===== src/rtl/board_input_reader.sv =====
// Memory-mapped DIP-switch / push-key reader: sync, debounce, sticky
// event flags and a level interrupt toward the CPU.
module board_input_reader #(
    parameter int DB_CYCLES = 20000
) (
    input  logic        clk,
    input  logic        rst,
    input  logic        we,
    input  logic [2:0]  addr,
    input  logic [31:0] din,
    output logic [31:0] dout,
    input  logic [63:0] dip_sw,
    input  logic [7:0]  user_key,
    output logic        irq
);

    localparam int CW = $clog2(DB_CYCLES);
    localparam logic [CW-1:0] CNT_LAST = CW'(DB_CYCLES - 1);

    // Bit layout of all 72-bit vectors: [63:0] switches, [71:64] keys.
    logic [71:0] raw;
    logic [71:0] sync1;
    logic [71:0] s;
    logic [71:0] h0;
    logic [71:0] h1;
    logic [71:0] deb;
    logic [71:0] deb_prev;
    logic [71:0] agree_hi;
    logic [71:0] agree_lo;
    logic [CW-1:0] cnt;
    logic        tick;

    logic [7:0]  key_evt;
    logic        sw_chg;
    logic        irq_en;
    logic [7:0]  key_rise;
    logic        sw_change;
    logic        evt_we;
    logic [8:0]  clr;
    logic        unused_din;

    assign raw  = ~{user_key, dip_sw};
    assign tick = (cnt == CNT_LAST);

    // A level is accepted only when history and current sample agree.
    assign agree_hi = h1 & h0 & s;
    assign agree_lo = ~(h1 | h0 | s);

    always_ff @(posedge clk or posedge rst) begin
        if (rst) begin
            sync1    <= '0;
            s        <= '0;
            h0       <= '0;
            h1       <= '0;
            deb      <= '0;
            deb_prev <= '0;
            cnt      <= '0;
        end else begin
            sync1    <= raw;
            s        <= sync1;
            deb_prev <= deb;
            cnt      <= tick ? '0 : cnt + CW'(1);
            if (tick) begin
                h1  <= h0;
                h0  <= s;
                deb <= agree_hi | (deb & ~agree_lo);
            end
        end
    end

    assign key_rise  = deb[71:64] & ~deb_prev[71:64];
    assign sw_change = |(deb[63:0] ^ deb_prev[63:0]);
    assign evt_we    = we && (addr == 3'd3);
    assign clr       = evt_we ? din[8:0] : 9'd0;
    assign unused_din = ^din[31:9];

    // New events are OR-ed in after the clear so a same-cycle set wins.
    always_ff @(posedge clk or posedge rst) begin
        if (rst) begin
            key_evt <= '0;
            sw_chg  <= 1'b0;
            irq_en  <= 1'b0;
            irq     <= 1'b0;
        end else begin
            key_evt <= (key_evt & ~clr[7:0]) | key_rise;
            sw_chg  <= (sw_chg & ~clr[8]) | sw_change;
            if (we && (addr == 3'd4)) begin
                irq_en <= din[0];
            end
            irq <= irq_en & ((|key_evt) | sw_chg);
        end
    end

    always_comb begin
        dout = '0;
        case (addr)
            3'd0:    dout = deb[31:0];
            3'd1:    dout = deb[63:32];
            3'd2:    dout = {24'b0, deb[71:64]};
            3'd3:    dout = {23'b0, sw_chg, key_evt};
            3'd4:    dout = {31'b0, irq_en};
            default: dout = '0;
        endcase
    end

endmodule


===== config.mk =====
export PLATFORM = sky130hd
export DESIGN_NAME = board_input_reader
export DESIGN_NICKNAME = d
export VERILOG_FILES = /design/src/rtl/board_input_reader.sv
export SDC_FILE = /design/constraint.sdc
export NUM_CORES = 1
export LEC_CHECK = 0
export CAP_MARGIN = 20
export CORE_UTILIZATION = 45
export DETAILED_ROUTE_END_ITERATION = 8
export PLACE_DENSITY = 0.7
export SLEW_MARGIN = 20
export SYNTH_ARGS = -nofsm -noshare
export SYNTH_HDL_FRONTEND = slang
export SYNTH_SLANG_ARGS = --single-unit

===== constraint.sdc =====
create_clock -name clk -period 15.1 [get_ports clk]
set_input_delay 3.02 -clock clk [delete_from_list [all_inputs] [get_ports clk]]
set_output_delay 3.02 -clock clk [all_outputs]
set_load 0.02 [all_outputs]

Word level (Yosys, flattened, before mapping)
Index checks and enable logic that the tools add are counted.
Operators by class
  add/sub/neg operators: 1
  bitwise gates (word level): 20
  equality and inequality tests: 5
  multiplexer cells: 3
  reductions and logical operators: 5
Operator list (number)
  AND 72 bit: 3
  inverter 72 bit: 3
  bitwise OR 72 bit: 3
  one-hot mux 32 bit (5 select lines): 1
  OR reduction 64 bit: 1
  bitwise XOR 64 bit: 1
  AND 8 bit: 2
  inverter 8 bit: 2
  adder 15 x 1 -> 15 bit, second input constant: 1
  equality test 15 bit, second input constant: 1
  2-to-1 mux 15 bit: 1
  2-to-1 mux 9 bit: 1
  bitwise OR 8 bit: 1
  OR reduction 8 bit: 1
  equality test 3 x 2 -> 1 bit, second input constant: 2
  equality test 3 x 1 -> 1 bit, second input constant: 1
  equality test 3 bit, second input constant: 1
  zero test 3 bit: 1
  AND 1 bit: 2
  logical AND 1 bit: 2
  bitwise OR 1 bit: 2
  inverter 1 bit: 1
Word-level totals
  output and inout bits: 33
  register bits after elaboration: 458
  logic and storage cells: 45

Longest topological paths before layout
  depth in word-level cells: 6
  gate-level depth with buffers: 8
  gate-level depth less buffers: 6

Least setup slack after synthesis
OpenSTA, ideal clock, no wires.
  path type: input to output
  start point: in addr[0]
  end point: out dout[1]
  arrival: 4.146 ns
  path slack: 7.934 ns
  data required time: 12.080 ns
  cell stages on the path: 3
  cells stage by stage: buf_1 -> mux4_2 -> nor2b_1
Between the ends
  longest elaborated chain between the ends: 2
  elaborated cells between the ends (all ways): 6
Ends and longest elaborated chain
  start: declaration: line 9  | input logic [2:0] addr,
  equality test 3 bit (tied with other cells): line 96  | case (addr)
  one-hot mux 32 bit (5 select lines) *: line 96
  end: declaration: line 11  | output logic [31:0] dout,
Every way passes the cells marked *; elsewhere a longest branch is shown, timed or not.

Final worst setup path
  start point: in addr[0]
  end point: out dout[20]
The elaborated chain is that of the path after synthesis.

==> tab_implementation.tex <==
\begin{tabular}{lr}
\hline
Metric & Value \\
\hline
\multicolumn{2}{l}{\textbf{Detailed routing}} \\
\quad Final ANT Viol Nets & 0 \\
\quad Met3 WL post-DR & 1.34 mm \\
\quad Routed WL & 32.9 mm \\
\quad Final routed wire length divided by cell count & 17.3 um \\
\quad Starting DRC count in detailed routing & 591 \\
\quad Highest metal layer with signal wires & met4 \\
\quad Vias per std cell & 5.16 \\
\quad Routed metal-1 wire length & 14.7 mm \\
\quad Total number of vias & 9,827 \\
\quad Detail Route met2 WL & 16.0 mm \\
\quad Remaining routing DRC violations & 0 \\
\quad Total iterations of the first detailed-routing run & 4 \\
\multicolumn{2}{l}{\textbf{Worst setup path}} \\
\quad Cell breakdown of the critical path & clkdlybuf4s50\_1 -> nor2b\_1 -> nor2b\_2 -> buf\_4 -> a22o\_1 -> clkdlybuf4s50\_1 \\
\quad Cell with the biggest individual delay on the critical path & sky130\_fd\_sc\_hd\_\_clkdlybuf4s50\_1 \\
\quad Category of the worst setup path capture point & output port \\
\quad Largest stage delay on the critical path & 0.92 ns \\
\quad Worst-case register-to-register setup slack & 10.88 ns \\
\quad Worst path most repeated cell & sky130\_fd\_sc\_hd\_\_clkdlybuf4s50\_1 \\
\quad Worst Path Arrival & 5.56 ns \\
\quad Type of the setup path with the least slack & input port to output port \\
\quad Buf/Inv on CP & 3 \\
\quad Top fanout value on the critical path & 23 \\
\quad Top cell family by delay on the critical path & buffers and inverters \\
\quad CP Data Required Time & 12.08 ns \\
\quad Crit path launch type & input port \\
\multicolumn{2}{l}{\textbf{Clocking}} \\
\quad TritonCTS Buffers & 46 \\
\quad Setup repair bufs after CTS & 0 \\
\quad Total clock sinks & 458 \\
\quad Number of buffers inserted by hold repair at cts & 0 \\
\quad Level count of the clock H-tree & 2 \\
\quad Clock Tree Buf Depth & 3 \\
\quad Number of gates resized after CTS & 0 \\
\quad Clk Latency, worst-skew pair & 0.56 ns \\
\quad Clock tree from TritonCTS & done \\
\quad Clock transition at the registers of the reported paths & 0.06 ns \\
\quad Clock root buffer & sky130\_fd\_sc\_hd\_\_clkbuf\_16 \\
\multicolumn{2}{l}{\textbf{Cells and area}} \\
\quad Area delta synth->final & 19.1\% \\
\quad NumNets Final & 1,473 \\
\quad Final instance area & 20,400 um\^{}2 \\
\quad Filler Cell Count & 3,124 \\
\quad Fraction of final layout cells sized beyond drive strength 1 & 10.1\% \\
\quad Sequential Area & 11,500 um\^{}2 \\
\quad Number of diodes added for antenna fixing & 0 \\
\quad Area of the multi-input gates & 5070 um\^{}2 \\
\quad Core Util, Final & 54.4\% \\
\multicolumn{2}{l}{\textbf{Floorplan}} \\
\quad Number of top-level pins & 143 \\
\quad Initial cell density of the core & 45.6\% \\
\quad Floorplan die height & 197 um \\
\quad Die width & 197 um \\
\quad Die Outline Area & 38,800 um\^{}2 \\
\quad \# rows & 71 \\
\quad Core area & 37,500 um\^{}2 \\
\multicolumn{2}{l}{\textbf{STA}} \\
\quad Min Hold Slack & 0.343 ns \\
\quad Normalized max-slew margin & 30.0\% \\
\quad Max-slew violations & 0 \\
\quad Clock period minus worst slack & 8.58 ns \\
\quad Unrepaired setup endpoints after global routing & no \\
\quad Transition time at the pin with the least slew margin & 1.05 ns \\
\quad Number of endpoints with negative hold slack in the final report & 0 \\
\quad Tcrit/Tclk final & 56.9\% \\
\quad Total negative slack for setup checks & 0 ns \\
\quad Number of endpoints failing setup at the final stage & 0 \\
\quad Max Fclk & 116 MHz \\
\quad Clock tree skew after final layout & 0.0235 ns \\
\multicolumn{2}{l}{\textbf{Global route}} \\
\quad Largest net degree at the start of global routing & 201 \\
\quad Vias in the first global route & 9,998 \\
\quad Global-route congestion overflow total & 0 \\
\quad Combined global-route utilization of all metal layers & 17.7\% \\
\quad Global-route wire length before repair & 53.5 mm \\
\quad Number of antenna violations at the first check in global routing & 0 \\
\multicolumn{2}{l}{\textbf{Power and ir drop}} \\
\quad Worst voltage drop across the vdd grid & 0.0778 mV \\
\quad Power density normalized to cell area & 123 nW/um\^{}2 \\
\quad Leakage Power & 10.3 nW \\
\multicolumn{2}{l}{\textbf{Logic synthesis}} \\
\quad Post-Syn Nets & 1,336 \\
\quad Count of cell types in the netlist & 35 \\
\quad Post-synthesis register bit count & 458 \\
\quad Share of the yosys chip area belonging to registers & 67.0\% \\
\quad Post-Syn Instances & 1,225 \\
\quad Syn. warnings & 0 \\
\quad Synthesized cell area & 17,100 um\^{}2 \\
\quad Post-Synthesis Mean Instance Area & 14.0 um\^{}2 \\
\multicolumn{2}{l}{\textbf{Placement}} \\
\quad Cell area after placement & 18,800 um\^{}2 \\
\quad Number of port buffers & 119 \\
\quad Estimated wirelength of the detail-placed design & 21.1 mm \\
\quad Routability congestion estimate & 0.814 \\
\multicolumn{2}{l}{\textbf{Worst hold path}} \\
\quad Worst hold-check path type & flop to flop \\
\multicolumn{2}{l}{\textbf{Job}} \\
\quad Number of maximum-capacitance violations & 0 \\
\multicolumn{2}{l}{\textbf{Outcome}} \\
\quad Status & finished, final reports clean \\
\hline
\end{tabular}
==> per-stage QoR <==
stage               total power, W  setup slack (ns)  std cells
floorplan                  0.00132              5.88       1225
global placement           0.00136              6.54       1824
detailed placement         0.00136              6.49       1824
CTS                        0.00254              6.50       1905
global route               0.00260              6.32       1906
finish                     0.00250              6.52       1906
==> power breakdown <==
| group | switching [W] | internal, W | total [W] |
|---|---|---|---|
| Combinational | 0.0000404 | 0.0000314 | 0.0000718 |
| Sequential | 0.0000154 | 0.00125 | 0.00127 |
| Clock | 0.000467 | 0.000699 | 0.00117 |
==> layer usage <==
layer | global-route usage (%) | vias up
li1 | - | 4608
met1 | 23.7 | 5004
met2 | 28.8 | 155
met3 | 3.35 | 60
met4 | 6.32 | 0
met5 | 0 | -
==> cells in the final DEF, fill, tap and decap left out, types with 2 or more instances in the layout <==
| cell type | count |
|---|---|
| sky130_fd_sc_hd__clkinv_2 | 4 |
| sky130_fd_sc_hd__o31ai_1 | 72 |
| sky130_fd_sc_hd__and3_1 | 2 |
| sky130_fd_sc_hd__nor2_1 | 14 |
| sky130_fd_sc_hd__nand3_1 | 75 |
| sky130_fd_sc_hd__nor4_4 | 2 |
| sky130_fd_sc_hd__nor2b_1 | 9 |
| sky130_fd_sc_hd__buf_4 | 7 |
| sky130_fd_sc_hd__clkinvlp_4 | 4 |
| sky130_fd_sc_hd__mux2_1 | 100 |
| sky130_fd_sc_hd__xnor2_1 | 21 |
| sky130_fd_sc_hd__clkbuf_1 | 8 |
| sky130_fd_sc_hd__a22o_1 | 24 |
| sky130_fd_sc_hd__clkbuf_16 | 46 |
| sky130_fd_sc_hd__clkinv_4 | 4 |
| sky130_fd_sc_hd__a31oi_1 | 2 |
| sky130_fd_sc_hd__clkbuf_8 | 6 |
| sky130_fd_sc_hd__o21ai_0 | 7 |
| sky130_fd_sc_hd__nor3_1 | 4 |
| sky130_fd_sc_hd__mux4_2 | 7 |
| sky130_fd_sc_hd__inv_6 | 2 |
| sky130_fd_sc_hd__bufinv_16 | 6 |
| sky130_fd_sc_hd__nand4_1 | 81 |
| sky130_fd_sc_hd__dfrtp_1 | 458 |
| sky130_fd_sc_hd__clkdlybuf4s50_1 | 119 |
| sky130_fd_sc_hd__nand2b_1 | 66 |
| sky130_fd_sc_hd__a21oi_1 | 2 |
| sky130_fd_sc_hd__mux2_2 | 46 |
| sky130_fd_sc_hd__nand2_1 | 21 |
| sky130_fd_sc_hd__nor4_1 | 16 |
| sky130_fd_sc_hd__buf_12 | 2 |
| sky130_fd_sc_hd__inv_1 | 84 |
| sky130_fd_sc_hd__xor2_1 | 55 |
| sky130_fd_sc_hd__o211ai_1 | 7 |
==> registers in the layout, summed over array words and instances, names as in the netlist <==
signal and count:
h0 72, sync1 72, h1 72, s 72, sw_chg 1, deb 72, irq_en 1, key_evt 8
cnt 15, deb_prev 72, irq 1
==> final timing paths <==
path                           start        to  cells past startpoint
min in group asynchronous        rst     s[68]                      3
setup / recovery             addr[0]  dout[20]                      6
max in group asynchronous        rst     s[39]                      5
setup reg to reg              cnt[5]    h0[47]                      6
hold / removal             sync1[46]     s[46]                      0
hold reg to reg            sync1[46]     s[46]                      0
==> logic make-up after synthesis <==
| family | Yosys count | synth area share (%) |
|---|---|---|
| multiplexers | 154 | 10.6 |
| flip-flops | 458 | 67.0 |
| buffers and inverters | 125 | 3.40 |
| XOR/XNOR | 76 | 3.89 |
| AO/OA/AOI/OAI | 117 | 5.16 |
| adder cells (fa/ha/maj) | 1 | 0.0731 |
| AND/OR/NAND/NOR | 294 | 9.86 |
==> cell usage after synthesis (all sizes together) <==
library cell  count  area, um^2
ha                1        12.5
o211ai            7        52.6
a21oi             2        10.0
mux2            146        1640
a22o             24         210
buf              27         214
o22ai             1        6.26
nand2            21        78.8
a31oi             2        12.5
dfrtp           458       11500
inv              85         319
nand4            81         507
nand2b           66         413
mux2i             1        10.0
nor2             14        52.6
o21ai             7        35.0
and4              1        8.76
o31ai            72         541
nor4             18         143
xnor2            21         184
and3              2        12.5
clkbuf           13        48.8
nand3            75         375
a211o             1        8.76
nor2b            10        62.6
xor2             55         482
nor3              5        25.0
mux4              7         158
a22oi             1        7.51
and3b             1        8.76
==> cell type report <==
class | instances | share of cell area, %
clock buffers | 60 | 6.20
clock inverters | 21 | 1.53
inverters | 85 | 1.58
multi-input cells | 642 | 24.9
flip-flops and latches | 458 | 56.2
well taps | 511 | 3.14
repair buffers | 129 | 6.44
==> worst register-to-register path, stage by stage (launching register included) <==
cell and delay [ns]:
sky130_fd_sc_hd__dfrtp_1 0.45, sky130_fd_sc_hd__nor4_1 0.30, sky130_fd_sc_hd__nand3_1 0.22, sky130_fd_sc_hd__nor4_4 0.89, sky130_fd_sc_hd__buf_4 0.77, sky130_fd_sc_hd__buf_4 0.98
sky130_fd_sc_hd__mux2_2 0.49
Power figures use the tool's default switching activity.
